<file path="src/rtl/otter_csr_int_unit.sv">
// Machine-mode CSR file and external-interrupt front end for the multicycle OTTER core.
//
// Implements mstatus (MIE/MPIE only), mtvec, mepc and mcause. Synchronises the
// asynchronous interrupt line, detects its rising edge and keeps a pending flag
// for the control FSM. Consumes the FSM's take/clear/write/mret strobes.
//
// Ports:
//   CSR_CLK        clock
//   CSR_RESET_N    synchronous reset, active low
//   CSR_INT_IN     external interrupt line (asynchronous, level)
//   CSR_ADDR       CSR address (IR[31:20])
//   CSR_WDATA      CSRRW write data
//   CSR_WRITE      CSRRW write strobe
//   CSR_INT_TAKEN  FSM is in its interrupt state this cycle
//   CSR_INT_CLR    FSM end-of-instruction clear of the pending interrupt
//   CSR_MRET       mret executing this cycle
//   CSR_PC         PC of next instruction, saved to mepc on entry
//   CSR_RDATA      combinational read of CSR_ADDR (pre-write value)
//   CSR_INT        new interrupt edge accepted this cycle
//   CSR_PREV_INT   latched pending interrupt, masked by MIE
//   CSR_MTVEC      trap vector
//   CSR_MEPC       return address
//   CSR_MIE        mstatus.MIE
module otter_csr_int_unit #(
  parameter int unsigned SYNC_STAGES = 2,
  parameter logic [31:0] MTVEC_RESET = 32'h0000_0000,
  parameter logic [31:0] MCAUSE_EXT  = 32'h8000_000B
) (
  input  logic        CSR_CLK,
  input  logic        CSR_RESET_N,
  input  logic        CSR_INT_IN,
  input  logic [11:0] CSR_ADDR,
  input  logic [31:0] CSR_WDATA,
  input  logic        CSR_WRITE,
  input  logic        CSR_INT_TAKEN,
  input  logic        CSR_INT_CLR,
  input  logic        CSR_MRET,
  input  logic [31:0] CSR_PC,
  output logic [31:0] CSR_RDATA,
  output logic        CSR_INT,
  output logic        CSR_PREV_INT,
  output logic [31:0] CSR_MTVEC,
  output logic [31:0] CSR_MEPC,
  output logic        CSR_MIE
);

  localparam logic [11:0] AddrMstatus = 12'h300;
  localparam logic [11:0] AddrMtvec   = 12'h305;
  localparam logic [11:0] AddrMepc    = 12'h341;
  localparam logic [11:0] AddrMcause  = 12'h342;

  logic [SYNC_STAGES-1:0] sync_q, sync_d;
  logic                   delay_q, delay_d;
  logic                   pend_q, pend_d;
  logic                   mie_q, mie_d;
  logic                   mpie_q, mpie_d;
  logic [31:0]            mtvec_q, mtvec_d;
  logic [31:0]            mepc_q, mepc_d;
  logic [31:0]            mcause_q, mcause_d;

  logic int_edge;
  logic mret_eff;
  logic unused_pc_bits;

  assign unused_pc_bits = ^CSR_PC[1:0];

  // Edge is high for the one cycle where the synchronised level is new.
  assign int_edge     = sync_q[SYNC_STAGES-1] & ~delay_q;
  assign CSR_INT      = int_edge & mie_q;
  assign CSR_PREV_INT = pend_q & mie_q;
  assign CSR_MTVEC    = mtvec_q;
  assign CSR_MEPC     = mepc_q;
  assign CSR_MIE      = mie_q;

  // Interrupt entry shadows mret on the shared mstatus fields.
  assign mret_eff = CSR_MRET & ~CSR_INT_TAKEN;

  always_comb begin
    CSR_RDATA = 32'h0;
    case (CSR_ADDR)
      AddrMstatus: CSR_RDATA = {24'h0, mpie_q, 3'b000, mie_q, 3'b000};
      AddrMtvec:   CSR_RDATA = mtvec_q;
      AddrMepc:    CSR_RDATA = mepc_q;
      AddrMcause:  CSR_RDATA = mcause_q;
      default:     CSR_RDATA = 32'h0;
    endcase
  end

  always_comb begin
    sync_d   = {sync_q[SYNC_STAGES-2:0], CSR_INT_IN};
    delay_d  = sync_q[SYNC_STAGES-1];
    pend_d   = pend_q;
    mie_d    = mie_q;
    mpie_d   = mpie_q;
    mtvec_d  = mtvec_q;
    mepc_d   = mepc_q;
    mcause_d = mcause_q;

    // Set wins over clear; an edge masked by MIE=0 is never latched.
    if (CSR_INT) begin
      pend_d = 1'b1;
    end else if (CSR_INT_CLR || CSR_INT_TAKEN) begin
      pend_d = 1'b0;
    end

    // Lowest priority first; later assignments override per field.
    if (CSR_WRITE) begin
      case (CSR_ADDR)
        AddrMstatus: begin
          mie_d  = CSR_WDATA[3];
          mpie_d = CSR_WDATA[7];
        end
        AddrMtvec:  mtvec_d  = {CSR_WDATA[31:2], 2'b00};
        AddrMepc:   mepc_d   = {CSR_WDATA[31:2], 2'b00};
        AddrMcause: mcause_d = CSR_WDATA;
        default: ;
      endcase
    end

    if (mret_eff) begin
      mie_d  = mpie_q;
      mpie_d = 1'b1;
    end

    if (CSR_INT_TAKEN) begin
      mepc_d   = {CSR_PC[31:2], 2'b00};
      mpie_d   = mie_q;
      mie_d    = 1'b0;
      mcause_d = MCAUSE_EXT;
    end
  end

  always_ff @(posedge CSR_CLK) begin
    if (!CSR_RESET_N) begin
      sync_q   <= '0;
      delay_q  <= 1'b0;
      pend_q   <= 1'b0;
      mie_q    <= 1'b0;
      mpie_q   <= 1'b0;
      mtvec_q  <= MTVEC_RESET;
      mepc_q   <= 32'h0;
      mcause_q <= 32'h0;
    end else begin
      sync_q   <= sync_d;
      delay_q  <= delay_d;
      pend_q   <= pend_d;
      mie_q    <= mie_d;
      mpie_q   <= mpie_d;
      mtvec_q  <= mtvec_d;
      mepc_q   <= mepc_d;
      mcause_q <= mcause_d;
    end
  end

endmodule

</file>
<file path="config.mk">
export PLATFORM = sky130hd
export DESIGN_NAME = otter_csr_int_unit
export DESIGN_NICKNAME = d
export VERILOG_FILES = /design/src/rtl/otter_csr_int_unit.sv
export SDC_FILE = /design/constraint.sdc
export NUM_CORES = 1
export LEC_CHECK = 0
export CAP_MARGIN = 0
export CELL_PAD_IN_SITES_DETAIL_PLACEMENT = 1
export CELL_PAD_IN_SITES_GLOBAL_PLACEMENT = 1
export CORE_MARGIN = 8
export CORE_UTILIZATION = 35
export CTS_BUF_LIST = sky130_fd_sc_hd__clkbuf_4
export CTS_CLUSTER_DIAMETER = 30
export DETAILED_ROUTE_END_ITERATION = 12
export PLACE_DENSITY_LB_ADDON = 0.25
export SLEW_MARGIN = 20
export SYNTH_ARGS = -nofsm -noshare
export SYNTH_HDL_FRONTEND = slang
export SYNTH_SLANG_ARGS = --single-unit
</file>
<file path="constraint.sdc">
create_clock -name CSR_CLK -period 4.35 [get_ports CSR_CLK]
set_input_delay 0.87 -clock CSR_CLK [delete_from_list [all_inputs] [get_ports CSR_CLK]]
set_output_delay 0.87 -clock CSR_CLK [all_outputs]
set_load 0.02 [all_outputs]
</file>
==> flow_metrics.tcl <==
set metrics [dict create \
    status "finished with violations" \
    violations "setup timing" \
    hold_viol 0 \
    syn_avg_cell_area_sq_um 8.27 \
    cts_hold_buf 0 \
    cp-start-kind "input port" \
    combPwrFrac_pct 14.4 \
    slew_violations 0 \
    area_growth_pct 46.1 \
    power_density_nw_per_um2 265 \
    clk_pin_slew_ns 0.15 \
    cp.arrival_ns 3.53 \
    first_global_vias 5362 \
    path_class "input port to primary output" \
    multi_input_area_sq_um 2350 \
    grt_max_degree 70 \
    peakVddDrop_mv 0.139 \
    post_cts_resized 24 \
    grt_pass1_wl_mm 28.6 \
    yosys-top-cells-count "98 x dfxtp_1, 64 x nand2_1, 59 x nor3_1" \
    gp_congestion 0.797 \
    cts_made_buffers 9 \
    intPower_w 0.00134 \
    maxSlewHeadroom_pct 49.2 \
    syn_area_sq_um 4610 \
    max_freq_mhz 227 \
    synth_edf_count 0 \
    yosysMostFrequentCell "dfxtp_1" \
    initial_core_util_pct 35.3 \
    dr.pass1.iters 4 \
    grt_use_total_pct 21.4 \
    period_needed_ns 4.40 \
    rows 42 \
    synth_top_cell_by_area "dfxtp_1" \
    final_util_pct 51.5 \
    worst_pin_slew_ns 0.761 \
    ys_warn_count 0 \
    worstPathRequired_ns 3.48 \
    seqPwrFrac_pct 52.7 \
    clock_latency_ns 0.46 \
    route.vias.total 4781 \
    fillers 1569 \
    seq_area_sq_um 1960 \
    cp-end-kind "primary output" \
    yosys_register_bits 98 \
    cts.htree.levels 3 \
    post-route-period-util_pct 101 \
    root_buffer "clkbuf_4" \
    ys.flop_type "dfxtp_1" \
    synth_cell_types 33 \
    setup_tns_ns -0.207 \
    die_area_sq_um 17100 \
    p_clk_share_pct 33.0 \
    synthTopCellsByArea "dfxtp_1 43%, mux2i_1 6.9%, a221o_1 6.5%" \
    io_pins 182 \
    ys_seq_area_share_pct 42.5 \
    placed_cells 884 \
    fin_ws_ns -0.0544 \
    fin_cells 899 \
    layout-drive-gt1-share_pct 6.92 \
    drc_errors 0 \
    drv_cap 0 \
    drt-total-wl_mm 18.2 \
    die_w_microns 131 \
    rsz0062_at_grt "true" \
    core_area_sq_um 13100 \
    dpl_cell_area_sq_um 6580 \
    hp-class "flip-flop to flip-flop" \
    setup_viol 6 \
    die_h_microns 131 \
    wl_per_cell_microns 20.2 \
    syn_inst 558 \
    ys_async_sr_fraction_pct 0 \
    p_sw_share_pct 25.1 \
    grt-ovfl-total 0 \
    layout.nets 802 \
    critPathMaxFanout 15 \
    antenna_found_initial 0 \
    insertedDiodeCount 0 \
    clock_path_buffers 2 \
    cts_tree "built" \
    p_sw_w 0.000449 \
    p_leak_nw 2.32 \
    drtIter0Drc 180 \
    cts_sinks 98 \
    dpl.hpwl_mm 13.2 \
    post_cts_buffers 0 \
    io_buffers 175 \
    stdcell_area_sq_um 6740 \
    vias_per_cell 5.32 \
    fin_skew_ns 0.00203 \
    ant_nets 0 \
    synth_top_area_share_pct 42.5 \
]
## layout make-up
cell class	instances	share of cell area, %
inverter	30	1.67
tap	176	3.27
clock buffer	9	1.00
multi-input combinational	379	34.9
timing repair buffer	201	28.5
sequential	98	29.1
clock inverter	6	1.58
## path summary, 6_finish.rpt
path           startpoint            end  slack, ns  depth (start not counted)
min          mcause_q[30]   mcause_q[30]       0.47                          2
max reg2reg   mcause_q[0]    mcause_q[0]       3.42                          2
max           CSR_ADDR[5]  CSR_RDATA[26]      -0.05                          7
min reg2reg  mcause_q[30]   mcause_q[30]       0.47                          2
## stage by stage
stage	total power [W]	hold slack [ns]	worst slack, ns
4_1_cts	0.00181	0.467	-0.0649
6_report	0.00179	0.467	-0.0544
2_1_floorplan	0.00106	0.412	0.975
3_3_place_gp	0.00121	0.415	-0.0479
3_5_place_dp	0.00122	0.432	-0.104
5_1_grt	0.00187	0.490	-0.132
## per-layer routing
| metal | track usage [%] | wire length [microns] | vias to the layer above |
|---|---|---|---|
| li1 | - | - | 2278 |
| met5 | 0 | 0 | - |
| met4 | 6.28 | 221 | 0 |
| met1 | 24.4 | 7750 | 2355 |
| met3 | 4.99 | 1130 | 18 |
| met2 | 38.8 | 9100 | 130 |
## critical path: stages
cell and delay [ns]:
clkdlybuf4s50_1 0.43, or3_4 0.41, or4_4 0.52, nor3b_2 0.21
buf_4 0.28, a221o_1 0.19, clkdlybuf4s50_1 0.61
## logic make-up after synthesis
group	after synthesis	synth area share (%)
compound gates	127	19.2
flops	98	42.5
buf+inv	84	7.43
simple gates	216	23.8
mux	32	6.94
other cells	1	0.0813
## state kept, by name (all words and copies together), names as in the netlist
| register | flops |
|---|---|
| delay_q | 1 |
| CSR_MTVEC | 30 |
| CSR_MEPC | 30 |
| mpie_q | 1 |
| mcause_q | 32 |
| CSR_MIE | 1 |
| pend_q | 1 |
| sync_q | 2 |
## cell usage in the layout (no fill, tap or decap), drive strengths merged, types with 3 or more instances in the layout
cell type / count
nor4: 4
or4: 4
dfxtp: 98
nor3: 59
buf: 28
o311a: 4
nor2: 32
clkdlybuf4s50: 147
nor2b: 31
a221o: 30
conb: 4
a21oi: 31
or3: 4
dlymetal6s2s: 3
a211oi: 30
inv: 30
and2: 6
mux2i: 32
bufinv: 3
o21ai: 30
nand4bb: 3
dlygate4sd2: 23
nand2: 64
clkbuf: 9
## power groups by stage
| stage | sequential, W | clock [W] | combinational, W |
|---|---|---|---|
| 3_5_place_dp | 0.000961 | 0 | 0.000256 |
| 2_1_floorplan | 0.000980 | 0 | 0.0000830 |
| 6_report | 0.000942 | 0.000589 | 0.000257 |
| 5_1_grt | 0.000946 | 0.000647 | 0.000275 |
| 3_3_place_gp | 0.000960 | 0 | 0.000249 |
| 4_1_cts | 0.000942 | 0.000611 | 0.000258 |
Power figures use the tool's default switching activity.
